[config.mk]
export PLATFORM = sky130hd
export DESIGN_NAME = lfsr_arbiter
export DESIGN_NICKNAME = d
export VERILOG_FILES = /design/src/rtl/lfsr_pkg.sv /design/src/rtl/lfsr_core.sv /design/src/rtl/lfsr_arbiter.sv
export SDC_FILE = /design/constraint.sdc
export NUM_CORES = 1
export LEC_CHECK = 0
export ABC_AREA = 0
export CAP_MARGIN = 20
export CORE_ASPECT_RATIO = 1.75
export CORE_MARGIN = 5
export CORE_UTILIZATION = 55
export CTS_CLUSTER_SIZE = 12
export DETAILED_ROUTE_END_ITERATION = 16
export GPL_TIMING_DRIVEN = 0
export PLACE_DENSITY = 0.8
export SYNTH_ARGS = -nofsm -noshare
export SYNTH_HDL_FRONTEND = slang
export SYNTH_SLANG_ARGS = --single-unit
[constraint.sdc]
create_clock -name clk -period 4.25 [get_ports clk]
set_input_delay 1.275 -clock clk [delete_from_list [all_inputs] [get_ports clk]]
set_output_delay 1.275 -clock clk [all_outputs]
set_load 0.03 [all_outputs]
[src/rtl/lfsr_pkg.sv]
`default_nettype none
// ============================================================================
//  Module      : lfsr_pkg
//  Description : Shared constants, state encoding and step function for the
//                12-bit x^12+x^6+x^4+x+1 LFSR random source.
//  Revision    : 1.0
// ============================================================================
package lfsr_pkg;

    localparam int unsigned c_WIDTH    = 12;
    localparam logic [11:0] c_SEED     = 12'h001;
    localparam logic [11:0] c_TAP_MASK = 12'h829;
    localparam int unsigned c_PERIOD   = 4095;

    typedef enum logic [1:0] {
        ST_IDLE  = 2'd0,
        ST_SERVE = 2'd1,
        ST_LOAD  = 2'd2
    } state_e;

    // Fibonacci form, shift left, feedback enters at bit 0.
    function automatic logic [11:0] lfsr_next(input logic [11:0] s);
        return {s[10:0], ^(s & c_TAP_MASK)};
    endfunction

endpackage
`default_nettype wire

[src/rtl/lfsr_core.sv]
`default_nettype none
// ============================================================================
//  Module      : lfsr_core
//  Description : LFSR state register with step, load and lock-up recovery.
//  Revision    : 1.0
// ============================================================================
module lfsr_core
    import lfsr_pkg::*;
#(
    parameter int unsigned      WIDTH = c_WIDTH,
    parameter logic [WIDTH-1:0] SEED  = c_SEED
) (
    input  logic             clk,
    input  logic             reset,
    input  logic             step,
    input  logic             load,
    input  logic [WIDTH-1:0] load_val,
    output logic [WIDTH-1:0] state,
    output logic             at_seed
);

    logic [WIDTH-1:0] r_state;

    // All-zero is outside the sequence, so it is always replaced by SEED.
    always_ff @(posedge clk or negedge reset) begin
        if (!reset) begin
            r_state <= SEED;
        end else if (load) begin
            r_state <= load_val;
        end else if (r_state == '0) begin
            r_state <= SEED;
        end else if (step) begin
            r_state <= lfsr_next(r_state);
        end
    end

    assign state = r_state;

    // High when a step taken now would land on SEED.
    assign at_seed = (lfsr_next(r_state) == SEED);

endmodule
`default_nettype wire

[src/rtl/lfsr_arbiter.sv]
`default_nettype none
// ============================================================================
//  Module      : lfsr_arbiter
//  Description : Round-robin req/ack front end sharing one LFSR between
//                requesters, with reseeding, lock-up recovery and period check.
//  Revision    : 1.0
// ============================================================================
module lfsr_arbiter
    import lfsr_pkg::*;
#(
    parameter int unsigned      N_REQ = 4,
    parameter int unsigned      WIDTH = c_WIDTH,
    parameter logic [WIDTH-1:0] SEED  = c_SEED
) (
    input  logic             clk,
    input  logic             reset,
    input  logic [N_REQ-1:0] req,
    output logic [N_REQ-1:0] ack,
    output logic [WIDTH-1:0] rnd_data,
    input  logic             free_run,
    input  logic             seed_load,
    input  logic [WIDTH-1:0] seed_val,
    output logic             wrap_tick,
    output logic             period_err,
    output logic             busy
);

    localparam int unsigned c_PTR_W      = (N_REQ > 2) ? 2 : 1;
    localparam logic [11:0] c_WRAP_COUNT = 12'(c_PERIOD - 1);

    state_e             r_state;
    state_e             w_state_next;
    logic [c_PTR_W-1:0] r_ptr;
    logic [c_PTR_W-1:0] r_winner;
    logic [c_PTR_W-1:0] w_winner;
    logic [c_PTR_W-1:0] w_cand;
    int                 w_idx;
    logic               w_any_req;
    logic [WIDTH-1:0]   r_seed_val;
    logic [WIDTH-1:0]   w_seed_eff;
    logic [WIDTH-1:0]   r_rnd_hold;
    logic [WIDTH-1:0]   w_lfsr;
    logic               w_at_seed;
    logic [11:0]        r_count;
    logic               r_armed;
    logic               r_period_err;
    logic               w_idle;
    logic               w_load;
    logic               w_serve_ok;
    logic               w_lockup;
    logic               w_step;
    logic               w_wrap;

    // Walk from the farthest offset back to the pointer so the nearest wins.
    always_comb begin
        w_winner  = r_ptr;
        w_any_req = 1'b0;
        w_idx     = 0;
        w_cand    = '0;
        for (int i = int'(N_REQ) - 1; i >= 0; i--) begin
            w_idx = int'(r_ptr) + i;
            if (w_idx >= int'(N_REQ)) begin
                w_idx = w_idx - int'(N_REQ);
            end
            w_cand = c_PTR_W'(w_idx);
            if (req[w_cand]) begin
                w_winner  = w_cand;
                w_any_req = 1'b1;
            end
        end
    end

    always_ff @(posedge clk or negedge reset) begin
        if (!reset) begin
            r_state <= ST_IDLE;
        end else begin
            r_state <= w_state_next;
        end
    end

    always_comb begin
        w_state_next = r_state;
        case (r_state)
            ST_IDLE: begin
                if (seed_load) begin
                    w_state_next = ST_LOAD;
                end else if (w_any_req) begin
                    w_state_next = ST_SERVE;
                end
            end
            ST_SERVE: w_state_next = ST_IDLE;
            ST_LOAD:  w_state_next = ST_IDLE;
            default:  w_state_next = ST_IDLE;
        endcase
    end

    assign w_idle     = (r_state == ST_IDLE);
    assign w_load     = (r_state == ST_LOAD);
    // A requester that dropped req before its ack cycle forfeits the grant.
    assign w_serve_ok = (r_state == ST_SERVE) && req[r_winner];
    assign w_seed_eff = (r_seed_val == '0) ? SEED : r_seed_val;
    assign w_lockup   = (w_lfsr == '0);
    assign w_step     = !w_lockup &&
                        (w_serve_ok || (w_idle && !seed_load && !w_any_req && free_run));
    assign w_wrap     = w_step && w_at_seed;

    always_comb begin
        busy     = !w_idle;
        rnd_data = w_serve_ok ? w_lfsr : r_rnd_hold;
    end

    for (genvar g = 0; g < N_REQ; g++) begin : g_ack
        assign ack[g] = w_serve_ok && (r_winner == c_PTR_W'(g));
    end

    always_ff @(posedge clk or negedge reset) begin
        if (!reset) begin
            r_ptr      <= '0;
            r_winner   <= '0;
            r_seed_val <= '0;
            r_rnd_hold <= '0;
        end else begin
            if (w_idle && seed_load) begin
                r_seed_val <= seed_val;
            end else if (w_idle && w_any_req) begin
                r_winner <= w_winner;
            end
            if (w_serve_ok) begin
                r_rnd_hold <= w_lfsr;
                r_ptr      <= (r_winner == c_PTR_W'(N_REQ - 1)) ? '0 : r_winner + 1'b1;
            end
        end
    end

    // Checking stays disarmed after a load to a non-SEED value until the
    // sequence first comes back around to SEED.
    always_ff @(posedge clk or negedge reset) begin
        if (!reset) begin
            r_count      <= '0;
            r_armed      <= 1'b1;
            r_period_err <= 1'b0;
        end else begin
            if (w_lockup) begin
                r_period_err <= 1'b1;
            end
            if (w_load) begin
                r_count <= '0;
                r_armed <= (w_seed_eff == SEED);
            end else if (w_wrap) begin
                r_count <= '0;
                r_armed <= 1'b1;
                if (r_armed && (r_count != c_WRAP_COUNT)) begin
                    r_period_err <= 1'b1;
                end
            end else if (w_step) begin
                r_count <= r_count + 12'd1;
            end
        end
    end

    assign wrap_tick  = w_wrap;
    assign period_err = r_period_err;

    lfsr_core #(
        .WIDTH (WIDTH),
        .SEED  (SEED)
    ) u_core (
        .clk      (clk),
        .reset    (reset),
        .step     (w_step),
        .load     (w_load),
        .load_val (w_seed_eff),
        .state    (w_lfsr),
        .at_seed  (w_at_seed)
    );

endmodule
`default_nettype wire

======== After elaboration in Yosys (flattened, before gate mapping) ========
Index checks and enable logic that the tools add are counted.
storage, ports and cells
  register bits ........................... 56
  input bits .............................. 20
  output and inout bits ................... 19
  logic and storage cells ................. 104
operators by class
  add/sub/neg operators ................... 9
  order comparisons ....................... 9
  equal/unequal tests ..................... 9
  muxes and demuxes ....................... 40
  bitwise operators ....................... 1
  reduce and logical (&&, ||, !) cells .... 27
operator list
  operator                                                                 count
  12-bit two-way mux                                                       8
  12-bit by 1-bit equality test with 1-bit output (second input constant)  2
  12-bit zero test                                                         2
  2-bit two-way mux                                                        12
  2-bit by 3-bit < comparator with 1-bit output (second input constant)    5
  1-bit two-way mux                                                        15
  1-bit logical AND                                                        13
  12-bit by 1-bit adder with 12-bit output (second input constant)         1
  12-bit inequality test (second input constant)                           1
  12-bit XOR reduction                                                     1
  1-bit binary-select mux with 2-bit select                                5
  3-bit >= comparator (second input constant)                              3
  2-bit by 1-bit subtractor with 2-bit output (second input constant)      4
  2-bit by 2-bit adder with 3-bit output (second input constant)           2
  2-bit equality test (second input constant)                              3
  3-bit nonzero test                                                       2
  2-bit by 1-bit equality test with 1-bit output (second input constant)   2
  1-bit zero test                                                          4
  2-bit zero test                                                          2
  2-bit by 1-bit adder with 3-bit output (second input constant)           1
  2-bit by 3-bit >= comparator with 1-bit output (second input constant)   1
  3-bit inequality test (second input constant)                            1
  2-bit by 1-bit adder with 2-bit output (second input constant)           1
  2-bit AND reduction                                                      1
  other kinds (3)                                                          3

======== Depth between registers and ports, before layout ========
Gate-level depths: netlist of the first run.
  word-level depth ........................ 17
  depth in mapped cells ................... 6
  mapped depth without buffers ............ 5

======== Cells and area by module ========
From an unflattened synthesis of the first run, not the netlist that was laid out.
second synthesis, totals
  cells, all modules ...................... 333
  area, all modules ....................... 3146.8 sq um
by module, submodules not included
  module        instances  cells an instance  area each (sq um)  sequential area each (sq um)
  lfsr_arbiter  1          272                2504.9             1102.3
  lfsr_core     1          61                 641.9              301.5

======== Least setup slack after synthesis of the first run ========
OpenSTA, ideal clock, no wires.
  kind .................................... input to output
  start ................................... in req[2]
  end ..................................... out wrap_tick
  arrival ................................. 2.616 ns
  data required time ...................... 2.975 ns
  path slack .............................. 0.359 ns
  stages on the path ...................... 5
  path buffers ............................ 1
  path through ............................ nor4_1 > and3_1 > nor2_1 > buf_2 > nor2_1
between the ends
  word-level cells in the longest chain between the ends .. 12
  elaborated cells on any way between the ends .. 21
  classes of those cells .................. mux: 14; reduce/logical: 7
ends and longest elaborated chain
  element                                    RTL line             text
  start: declaration                         lfsr_arbiter.sv:17   input logic [N_REQ-1:0] req,
  1-bit binary-select mux with 2-bit select  lfsr_arbiter.sv:66   if (req[w_cand]) begin
  1-bit two-way mux (implied by the code)    lfsr_arbiter.sv:66
  1-bit two-way mux (4 in a row)             lfsr_arbiter.sv:66
  1-bit zero test                            lfsr_arbiter.sv:104  (w_serve_ok || (w_idle && !seed_load && !w_any_req && free_run));
  1-bit logical AND (2 in a row)             lfsr_arbiter.sv:104
  1-bit logical OR (*)                       lfsr_arbiter.sv:104
  1-bit logical AND (*)                      lfsr_arbiter.sv:103  assign w_step = !w_lockup &&
  1-bit logical AND (*)                      lfsr_arbiter.sv:105  assign w_wrap = w_step && w_at_seed;
  end: declaration                           lfsr_arbiter.sv:23   output logic wrap_tick,
Every way passes the cells marked *; elsewhere a longest branch is shown, timed or not. The select of a mux whose other input is x is not followed.

======== Final worst setup path of the first run ========
  start ................................... in req[2]
  end ..................................... out rnd_data[2]
between the ends
  word-level cells in the longest chain between the ends .. 4
ends and longest elaborated chain
  element                                    RTL line             text
  1-bit binary-select mux with 2-bit select  lfsr_arbiter.sv:100  assign w_serve_ok = (r_state == ST_SERVE) && req[r_winner];
  1-bit two-way mux (implied by the code)    lfsr_arbiter.sv:100
  1-bit logical AND                          lfsr_arbiter.sv:100
  12-bit two-way mux                         -
  end: declaration                           lfsr_arbiter.sv:19   output logic [WIDTH-1:0] rnd_data,
No other way between the ends. The select of a mux whose other input is x is not followed.

==> results by group, run 1 <==
Power and ir drop
  – P_sw: 753.5 µW
  – Switching share of power: 38.19%
  – Worst VDD drop: 370.0 µV
  – Combinational fraction of design power: 38.3%
  – Power per Cell Area: 579.0 nW/µm²
  – Sequential share of power: 44.3%
  – Clock power frac: 17.5%
  – Int Power: 1220 µW
  – Leak: 0.001455 µW

Logic synthesis
  – Ys async rst share: 100.0%
  – Yosys warns: 0
  – Register area share after synthesis: 49.91%
  – Cell taking the most area after synthesis: dfrtp_1
  – Synth top cells by count: dfrtp_1, nand2_1, mux2_2
  – Mapped Area: 2813 µm²
  – Synth Flop Type: dfrtp_1
  – Mapped Cells: 264
  – Count leader, synth: dfrtp_1
  – Post-synthesis cell type count: 48
  – Syn Nets: 290
  – Top-area cell type share of the netlist area: 48.04%
  – Yosys reg bits: 56
  – Mapped Avg Cell Area: 10.65 µm²
  – EDFF count, synth: 0
  – Ranking of synthesized cells by area: dfrtp_1, mux2_2, nand2_1, a21oi_1, o21ai_0

Final layout
  – Fill cells: 412
  – Area added between synthesis and finish: 21.17%
  – N_diodes: 0
  – Layout Cells excl Fill: 367
  – Layout cell share with drive strength beyond 1: 18.53%
  – Nets: 338

Critical path
  – CP Data Required Time: 2970 ps
  – WS Path Type: input port to primary output
  – Worst Path Max Fanout: 8
  – Setup crit end kind: primary output
  – Worst setup SP type: input port
  – Critical Path AT: 2890 ps

Timing
  – Minimum clock period: 4170 ps
  – Slew HR: 56.50%
  – Final setup margin: 80.44 ps
  – Unrepaired setup endpoints after global routing: false
  – Final Hold Viols: 0
  – Slew @ Worst Pin: 652.5 ps
  – Fin crit share: 98.11%
  – Setup violators final: 0
  – Final Max Slew Viols: 0
  – Worst Skew: 2.987 ps
  – Max Freq: 239.8 MHz

Floorplan
  – Row count: 34
  – Die Ht: 104.6 µm
  – Die W: 64.06 µm
  – Die area: 6701 µm²
  – Initial Util: 56.51%
  – Core ar.: 4977 µm²
  – I/O pin cnt: 39

Global route
  – Initial antenna violation count: 0
  – Global route total overflow: 0
  – Global-route wire length before repair: 10,270 µm
  – Vias in the first global route: 2,297
  – Gr usage total: 18.81%
  – Largest net degree at the start of global routing: 31

Placed design
  – Detailed placement HPWL: 4598 µm
  – IO buf count: 38
  – Setup Slack @ Placement: -910.6 ps
  – Final Wtd Congestion: 0.8036
  – Cells after DPL: 357

Clock tree
  – Skew-Pair Late Insertion Delay: 310 ps
  – CTS tree: built
  – Clock buffer depth: 2
  – Clk Tree Root Cell: clkbuf_8
  – Reg clk slew, reported paths: 90 ps
  – H-Tree Depth: 2
  – Clk sinks: 56
  – Total CTS buffers: 5

Drt
  – DR vias/cell: 5.935
  – Initial DRT Pass Iterations: 4
  – Residual DRC count: 0
  – Routed WL per cell: 16.50 µm
  – Post-DRT Antenna Nets: 0
  – Total Routed Length: 6057 µm
  – DR vias: 2,178
  – Drt initial violations: 98

Status
  – Status: finished, final reports clean

Min path
  – Hold WC Path Type: flip-flop to flip-flop

Flow run
  – Max-cap violations: 0
power by group through the flow:
stage          clock network (µW)  logic (µW)  registers [µW]
2_1_floorplan                   0         556             829
3_3_place_gp                    0         783             874
3_5_place_dp                    0         799             882
4_1_cts                       350         763             874
5_1_grt                       375         828             899
6_report                      345         755             874
worst paths after layout:
check                      cells past startpoint  slack, ps         endpoint       startpoint
max                                            6         80      rnd_data[2]           req[2]
min                                            2        490       period_err       period_err
max reg2reg                                    5       2000       r_count[7]  u_core.state[7]
min reg2reg                                    2        490       period_err       period_err
max in group asynchronous                      2       2610  u_core.state[0]            reset
min in group asynchronous                      1        980         r_ptr[1]            reset
repair_timing:
item	CTS	global route
setup endpoints to repair	17	12
pin swaps	1	1
hold buffers	0	0
buffers inserted	1	1
cloned	0	0
resized for setup	34	7
routing by layer:
metal	track usage [%]	share of wire, %	wire [µm]
met1	20.33	38	2312
met2	35.32	57	3451
met3	2.685	2.7	166
met4	7.429	2.1	127
met5	0	0	0
cell families (layout without fill, tap and decap cells):
logic type | after synthesis | count (layout) | synth area share [%]
muxes | 28 | 28 | 11.03
xor gates and xnor gates | 3 | 3 | 0.9343
buffers and inverters | 18 | 67 | 3.247
adders and majority gates | 6 | 6 | 2.669
AOI/OAI and AO/OA | 64 | 64 | 15.08
DFF | 56 | 56 | 49.91
and+or+nand+nor | 89 | 89 | 17.13
registers in the layout, summed over array words and instances, names as in the netlist:
name,count
r_ptr,2
r_state,2
r_armed,1
r_winner,2
period_err,1
u_core.state,12
r_count,12
r_seed_val,12
r_rnd_hold,12
cells in the final DEF, fill, tap and decap left out, types with 3 or more instances in the layout:
cell,Yosys,final
dfrtp_1,54,54
nand2_1,28,28
mux2_2,24,24
nor2_1,17,17
o21ai_0,17,17
a21oi_1,17,17
dlygate4sd2_1,0,17
clkdlybuf4s50_1,0,16
inv_1,10,10
nand3_1,8,8
ha_1,6,6
and3_1,5,5
or3_1,5,5
clkbuf_1,4,5
o31ai_1,5,5
clkbuf_8,0,5
buf_4,0,4
and2_1,4,4
or4_1,4,4
a31oi_1,4,4
buf_6,3,3
nand2b_1,3,3
o21a_1,3,3
o22ai_1,3,3
through the flow:
step / util, % / hold slack (ps) / TNS, ps / total power (µW) / cell area [µm²]
floorplan: - / 467.9 / 0 / 1386 / 2813
global placement: 65.51 / 463.3 / -11520 / 1657 / 3261
detailed placement: 65.81 / 467.3 / -11950 / 1681 / 3276
CTS: 68.60 / 488.5 / 0 / 1987 / 3415
global route: 68.48 / 524.4 / 0 / 2102 / 3408
finish: 68.48 / 488.3 / 0 / 1973 / 3408
critical path, cell delays in order:
cell	delay, ps
clkdlybuf4s15_1	300
mux2i_2	160
o22ai_4	240
buf_4	200
mux2_2	350
dlygate4sd2_1	360
cell type report:
| class | count | area (µm²) | share of cell area [%] |
|---|---|---|---|
| inverters | 10 | 37.54 | 1.101 |
| multi-input cells | 190 | 1359 | 39.87 |
| repair buffers | 41 | 374.1 | 10.98 |
| clock buffers | 7 | 76.32 | 2.239 |
| well taps | 54 | 67.56 | 1.982 |
| clock inverters | 1 | 30.03 | 0.8811 |
| plain buffers | 8 | 60.06 | 1.762 |
| flip-flops and latches | 56 | 1404 | 41.19 |
No activity file was read; power rests on OpenSTA's default activity.
==> run 2, diff against run 1 <==
--- a/config.mk
+++ b/config.mk
@@ -6,7 +6,6 @@
 export NUM_CORES = 1
 export LEC_CHECK = 0
 export ABC_AREA = 0
-export CAP_MARGIN = 20
 export CORE_ASPECT_RATIO = 1.75
 export CORE_MARGIN = 5
 export CORE_UTILIZATION = 55
@@ -14,6 +13,7 @@
 export DETAILED_ROUTE_END_ITERATION = 16
 export GPL_TIMING_DRIVEN = 0
 export PLACE_DENSITY = 0.8
+export SLEW_MARGIN = 20
 export SYNTH_ARGS = -nofsm -noshare
 export SYNTH_HDL_FRONTEND = slang
 export SYNTH_SLANG_ARGS = --single-unit
==> results by group, run 2 (synthesis gave the netlist of run 1 again) <==
Status
  – Status: finished, final reports clean (unchanged)

Critical path
  – Worst setup SP type: input port (unchanged)
  – Setup crit end kind: primary output (unchanged)
  – Critical Path AT: 2890 ps (about the same)
  – WS Path Type: input port to primary output (unchanged)
  – Worst Path Max Fanout: 8 (unchanged)
  – CP Data Required Time: 2970 ps (about the same)

Placed design
  – Final Wtd Congestion: 0.8036 (unchanged)
  – Setup Slack @ Placement: -902.6 ps (was -910.6 ps)
  – IO buf count: 38 (unchanged)
  – Detailed placement HPWL: 4519 µm (was 4598 µm)
  – Placed Area: 3258 µm² (was 3276 µm²)

Final layout
  – Most common cell after layout, fill and taps aside: dfrtp_1 (unchanged)
  – Fin area: 3392 µm² (was 3408 µm²)
  – Multi-input logic area: 1359 µm² (unchanged)
  – Nets: 337 (was 338)
  – N_diodes: 0 (unchanged)
  – Layout cell share with drive strength beyond 1: 18.27% (was 18.53%)
  – Most frequent cells in the layout: dfrtp_1, nand2_1, mux2_2 (unchanged)
  – Area added between synthesis and finish: 20.60% (was 21.17%)
  – Fill cells: 408 (was 412)
  – Storage element area: 1404 µm² (unchanged)

Power and ir drop
  – Sequential share of power: 44.4% (was 44.3%)
  – Switching share of power: 38.10% (was 38.19%)
  – Int Power: 1218 µW (was 1220 µW)
  – Power per Cell Area: 580.2 nW/µm² (was 579.0 nW/µm²)
  – Leak: 0.001446 µW (was 0.001455 µW)
  – Clock power frac: 17.4% (was 17.5%)
  – P_sw: 749.7 µW (was 753.5 µW)
  – Worst VDD drop: 371.3 µV (was 370.0 µV)
  – Combinational fraction of design power: 38.3% (about the same)

Timing
  – Fin crit share: 97.89% (was 98.11%)
  – Max Freq: 240.4 MHz (was 239.8 MHz)
  – Worst Skew: 7.471 ps (was 2.987 ps)
  – Final hold slack: 485.4 ps (was 488.3 ps)
  – Setup violators final: 0 (unchanged)
  – Final Hold Viols: 0 (unchanged)
  – Final Max Slew Viols: 0 (unchanged)
  – Minimum clock period: 4160 ps (was 4170 ps)
  – Slew @ Worst Pin: 693.3 ps (was 652.5 ps)
  – Slew HR: 53.78% (was 56.50%)
  – Unrepaired setup endpoints after global routing: false (unchanged)
  – Final setup margin: 89.56 ps (was 80.44 ps)

Global route
  – Vias in the first global route: 2,264 (was 2,297)
  – Initial antenna violation count: 0 (unchanged)
  – Global route total overflow: 0 (unchanged)
  – Gr usage total: 18.45% (was 18.81%)
  – Largest net degree at the start of global routing: 57 (was 31)
  – Global-route wire length before repair: 10,100 µm (was 10,270 µm)

Floorplan
  – Die area: 6701 µm² (unchanged)
  – Initial Util: 56.51% (unchanged)
  – Die W: 64.06 µm (unchanged)
  – Core ar.: 4977 µm² (unchanged)
  – I/O pin cnt: 39 (unchanged)
  – Die Ht: 104.6 µm (unchanged)
  – Row count: 34 (unchanged)

Drt
  – DR vias/cell: 5.951 (was 5.935)
  – Routed WL per cell: 16.28 µm (was 16.50 µm)
  – Residual DRC count: 0 (unchanged)
  – Initial DRT Pass Iterations: 4 (unchanged)
  – Drt initial violations: 110 (was 98)
  – Post-DRT Antenna Nets: 0 (unchanged)
  – DR vias: 2,178 (unchanged)
  – Total Routed Length: 5960 µm (was 6057 µm)

Clock tree
  – Clk sinks: 56 (unchanged)
  – CTS tree: built (unchanged)
  – Skew-Pair Late Insertion Delay: 300 ps (was 310 ps)
  – H-Tree Depth: 2 (unchanged)
  – Clock buffer depth: 2 (unchanged)
  – Reg clk slew, reported paths: 90 ps (about the same)
  – Clk Tree Root Cell: clkbuf_8 (unchanged)
  – Total CTS buffers: 5 (unchanged)
  – # hold bufs at CTS: 0 (unchanged)

Flow run
  – Max-cap violations: 0 (unchanged)

Min path
  – Hold WC Path Type: flip-flop to flip-flop (unchanged)
[run 2: critical path, stage by stage]
cell and delay [ps]:
clkdlybuf4s15_1 300, mux2i_2 160, o22ai_4 230, buf_4 200, mux2_2 350, dlygate4sd2_1 360
[run 2: cell type report]
type	count	area share [%]
plain buffers	8	1.771
clock buffers	7	2.250
clock inverters	1	0.8853
inverters	10	1.107
multi-input cells	190	40.06
flip-flops and latches	56	41.39
well taps	54	1.992
repair buffers	40	10.55
[run 2: what timing repair did]
item,CTS,global route
hold endpoints to repair,0,0
resized for setup,34,8
pin swaps,1,1
setup endpoints to repair,17,12
setup buffers,1,1
[run 2: final timing paths]
kind | startpoint | end | slack [ps] | cells past startpoint
max in group asynchronous | reset | r_rnd_hold[0] | 2780 | 1
hold / removal | period_err | period_err | 490 | 2
min in group asynchronous | reset | r_rnd_hold[10] | 1010 | 1
setup reg to reg | u_core.state[7] | r_count[7] | 1990 | 5
hold reg to reg | period_err | period_err | 490 | 2
setup / recovery | req[2] | rnd_data[2] | 90 | 6
[run 2: metal layers]
layer	part of all wire, %	vias to the layer above	track usage (%)
li1	-	1051	-
met2	58	49	34.68
met3	3.5	6	3.222
met5	0	-	0
met4	1.0	0	5.795
met1	38	1072	20.21
[run 2: through the flow]
step	TNS [ps]	util [%]	std cells	power (µW)
2_1_floorplan	0	-	264	1386
6_report	0	68.15	366	1968
5_1_grt	0	68.15	366	2098
3_3_place_gp	-11520	65.51	356	1657
4_1_cts	0	68.25	365	1985
3_5_place_dp	-11800	65.46	356	1681
[run 2: power groups by stage]
stage               Clock, µW  Sequential, µW  Combinational (µW)
floorplan                   0             829                 556
global placement            0             874                 783
detailed placement          0             883                 798
CTS                       350             873                 762
global route              374             898                 826
finish                    342             873                 753
==> run 3, diff against run 2 <==
--- a/config.mk
+++ b/config.mk
@@ -12,8 +12,9 @@
 export CTS_CLUSTER_SIZE = 12
 export DETAILED_ROUTE_END_ITERATION = 16
 export GPL_TIMING_DRIVEN = 0
-export PLACE_DENSITY = 0.8
+export PLACE_DENSITY = 0.79
 export SLEW_MARGIN = 20
 export SYNTH_ARGS = -nofsm -noshare
 export SYNTH_HDL_FRONTEND = slang
+export SYNTH_HIERARCHICAL = 1
 export SYNTH_SLANG_ARGS = --single-unit
==> results by group, run 3 <==
Logic synthesis
  – Yosys reg bits: 56 (unchanged)
  – Mapped Area: 3147 µm² (was 2813 µm²)
  – Synth Flop Type: dfrtp_1 (unchanged)
  – Post-synthesis cell type count: 52 (was 48)
  – Ys async rst share: 100.0% (unchanged)
  – Register area share after synthesis: 44.61% (was 49.91%)
  – Synth top cells by count: nand2_1, dfrtp_1, mux2_2, clkbuf_1, nand3_1 (was dfrtp_1, nand2_1, mux2_2)
  – Mapped Cells: 333 (was 264)
  – Yosys warns: 6 (was 0)
  – Syn Nets: 359 (was 290)
  – Ranking of synthesized cells by area: dfrtp_1, mux2_2, nand2_1, mux2i_1, ha_1 (was dfrtp_1, mux2_2, nand2_1, a21oi_1, o21ai_0)
  – Mapped Avg Cell Area: 9.450 µm² (was 10.65 µm²)
  – Count leader, synth: nand2_1 (was dfrtp_1)
  – Top-area cell type share of the netlist area: 42.94% (was 48.04%)
  – EDFF count, synth: 0 (unchanged)
  – Cell taking the most area after synthesis: dfrtp_1 (unchanged)

Clock tree
  – Total CTS buffers: 5 (unchanged)
  – Clock buffer depth: 2 (unchanged)
  – Reg clk slew, reported paths: 100 ps (was 90 ps)
  – Skew-Pair Late Insertion Delay: 300 ps (about the same)
  – Clk Tree Root Cell: clkbuf_8 (unchanged)
  – H-Tree Depth: 2 (unchanged)
  – Clk sinks: 56 (unchanged)
  – CTS tree: built (unchanged)

Status
  – Status: finished, final reports clean (unchanged)

Critical path
  – Critical Path AT: 2870 ps (was 2890 ps)
  – CP Data Required Time: 2970 ps (about the same)
  – Setup crit end kind: primary output (unchanged)
  – Slowest stage delay, CP: 420 ps (was 360 ps)
  – Worst setup SP type: input port (unchanged)
  – Slowest CP cell: nor4_4 (was dlygate4sd2_1)
  – R2r setup slk: 1830 ps (was 1990 ps)
  – R2R depth: 8 (was 5)
  – Reg2reg end: r_count[9] (was r_count[7])
  – Worst Path Max Fanout: 8 (unchanged)
  – Worst r2r src: u_core/state[8] (was u_core.state[7])
  – WS Path Type: input port to primary output (unchanged)
  – Worst-path cell chain: clkdlybuf4s15_1 > nor4_4 > nand3_4 > a21oi_4 > and2_1 > clkdlybuf4s15_2 (was clkdlybuf4s15_1 > mux2i_2 > o22ai_4 > buf_4 > mux2_2 > dlygate4sd2_1)

Timing
  – Slew HR: 53.96% (was 53.78%)
  – Final Max Slew Viols: 0 (unchanged)
  – Minimum clock period: 4141 ps (was 4160 ps)
  – Worst Skew: 7.290 ps (was 7.471 ps)
  – Setup violators final: 0 (unchanged)
  – Max Freq: 241.5 MHz (was 240.4 MHz)
  – Setup tns final: 0 ps (unchanged)
  – Final hold slack: 479.8 ps (was 485.4 ps)
  – Final Hold Viols: 0 (unchanged)
  – Slew @ Worst Pin: 690.5 ps (was 693.3 ps)
  – Fin crit share: 97.45% (was 97.89%)
  – Unrepaired setup endpoints after global routing: false (unchanged)

Drt
  – Post-DRT Antenna Nets: 0 (unchanged)
  – DR vias/cell: 5.895 (was 5.951)
  – Residual DRC count: 0 (unchanged)
  – DR vias: 2,694 (was 2,178)
  – Total Routed Length: 7413 µm (was 5960 µm)
  – Drt initial violations: 297 (was 110)
  – Initial DRT Pass Iterations: 4 (unchanged)
  – Routed WL per cell: 16.22 µm (was 16.28 µm)

Global route
  – Vias in the first global route: 2,761 (was 2,264)
  – Largest net degree at the start of global routing: 57 (unchanged)
  – Gr usage total: 22.31% (was 18.45%)
  – Initial antenna violation count: 0 (unchanged)
  – Global route total overflow: 0 (unchanged)
  – Global-route wire length before repair: 12,830 µm (was 10,100 µm)

Floorplan
  – Die area: 7394 µm² (was 6701 µm²)
  – Die Ht: 110.1 µm (was 104.6 µm)
  – Row count: 36 (was 34)
  – Die W: 67.18 µm (was 64.06 µm)
  – I/O pin cnt: 39 (unchanged)
  – Initial Util: 56.34% (was 56.51%)
  – Core ar.: 5585 µm² (was 4977 µm²)

Final layout
  – Most common cell after layout, fill and taps aside: nand2_1 (was dfrtp_1)
  – Most frequent cells in the layout: nand2_1, dfrtp_1, mux2_2 (was dfrtp_1, nand2_1, mux2_2)
  – N_diodes: 0 (unchanged)
  – Area added between synthesis and finish: 20.16% (was 20.60%)
  – Layout cell share with drive strength beyond 1: 19.42% (was 18.27%)
  – Nets: 406 (was 337)

Min path
  – Hold path cells: 2 (unchanged)
  – Hold Startpoint: r_rnd_hold[4] (was period_err)
  – Hold WC Path Type: flip-flop to flip-flop (unchanged)
  – Hold Path End: r_rnd_hold[4] (was period_err)

Power and ir drop
  – Worst VDD drop: 345.1 µV (was 371.3 µV)
  – Final Power: 2117 µW (was 1968 µW)
  – Power per Cell Area: 560.0 nW/µm² (was 580.2 nW/µm²)
  – Leak: 0.001558 µW (was 0.001446 µW)

Placed design
  – Final Wtd Congestion: 0.9349 (was 0.8036)
  – Detailed placement HPWL: 5407 µm (was 4519 µm)
  – IO buf count: 38 (unchanged)

Flow run
  – Max-cap violations: 0 (unchanged)
run 3: cell count changes after synthesis, sizes merged, moves of 6 or more:
cell     change
nand2       +30
clkbuf      +15
a21oi       -14
nor3         +9
o211ai       +9
nand4        +8
mux2i        +6
nand3        +6
o2111ai      +6
or4          -6
run 3: through the flow:
step                      util [%]  cell area [µm²]  worst slack [ps]  instances
after floorplan                  -             3147             648.4        333
after global placement       64.85             3622            -667.2        447
after detailed placement     64.81             3620            -735.3        447
after CTS                    67.23             3755             13.94        455
after global routing         67.70             3781             4.558        457
final                        67.70             3781             108.5        457
run 3: where the power goes:
part | switching (µW) | internal, µW
combinational | 489 | 390
sequential | 214 | 722
clock | 168 | 134
run 3: logic make-up after synthesis:
group	Yosys count	share of synthesized area [%]
buf+inv	36	5.169
simple gates	149	24.37
xor+xnor	2	0.5568
fa+ha+maj	6	2.386
flops	56	44.61
compound gates	54	12.56
mux	30	10.34
run 3: worst max path at each step:
stage / from / to / slack, ps / cells past startpoint
6_report: req[0] / wrap_tick / 110 / 6
5_1_grt: u_core/state[5] / wrap_tick / 5 / 7
3_5_place_dp: req[3] / rnd_data[1] / -740 / 7
3_3_place_gp: req[3] / rnd_data[1] / -670 / 8
4_1_cts: req[3] / rnd_data[1] / 10 / 7
2_1_floorplan: req[0] / wrap_tick / 650 / 4
run 3: repair_timing:
action / CTS / global route
setup endpoints to repair: 17 / 15
pin swaps: 1 / 3
hold buffers: 0 / 0
gates resized for setup: 61 / 10
setup buffers: 0 / 2
hold endpoints to repair: 0 / 0
run 3: routing by layer:
layer | vias up | track usage [%] | wire (µm) | share of wire, %
li1 | 1297 | - | - | -
met1 | 1302 | 25.76 | 2812 | 38
met2 | 77 | 39.83 | 4090 | 55
met3 | 18 | 2.941 | 320 | 4.3
met4 | 0 | 10.45 | 190 | 2.6
met5 | - | 0 | 0 | 0
run 3: cell type report:
| class | count | area [µm²] |
|---|---|---|
| fill | 479 | 1804 |
| inverter | 8 | 30.03 |
| buffer | 28 | 138.9 |
| sequential | 56 | 1404 |
| tap | 76 | 95.09 |
| clock buffer | 7 | 86.33 |
| timing repair buffer | 40 | 404.1 |
| multi-input combinational | 241 | 1614 |
| clock inverter | 1 | 8.758 |
run 3: worst max-delay path: cells and delay by family:
| kind | cells | cell delay (ps) |
|---|---|---|
| simple gates | 3 | 760 |
| buf+inv | 2 | 590 |
| compound gates | 1 | 240 |
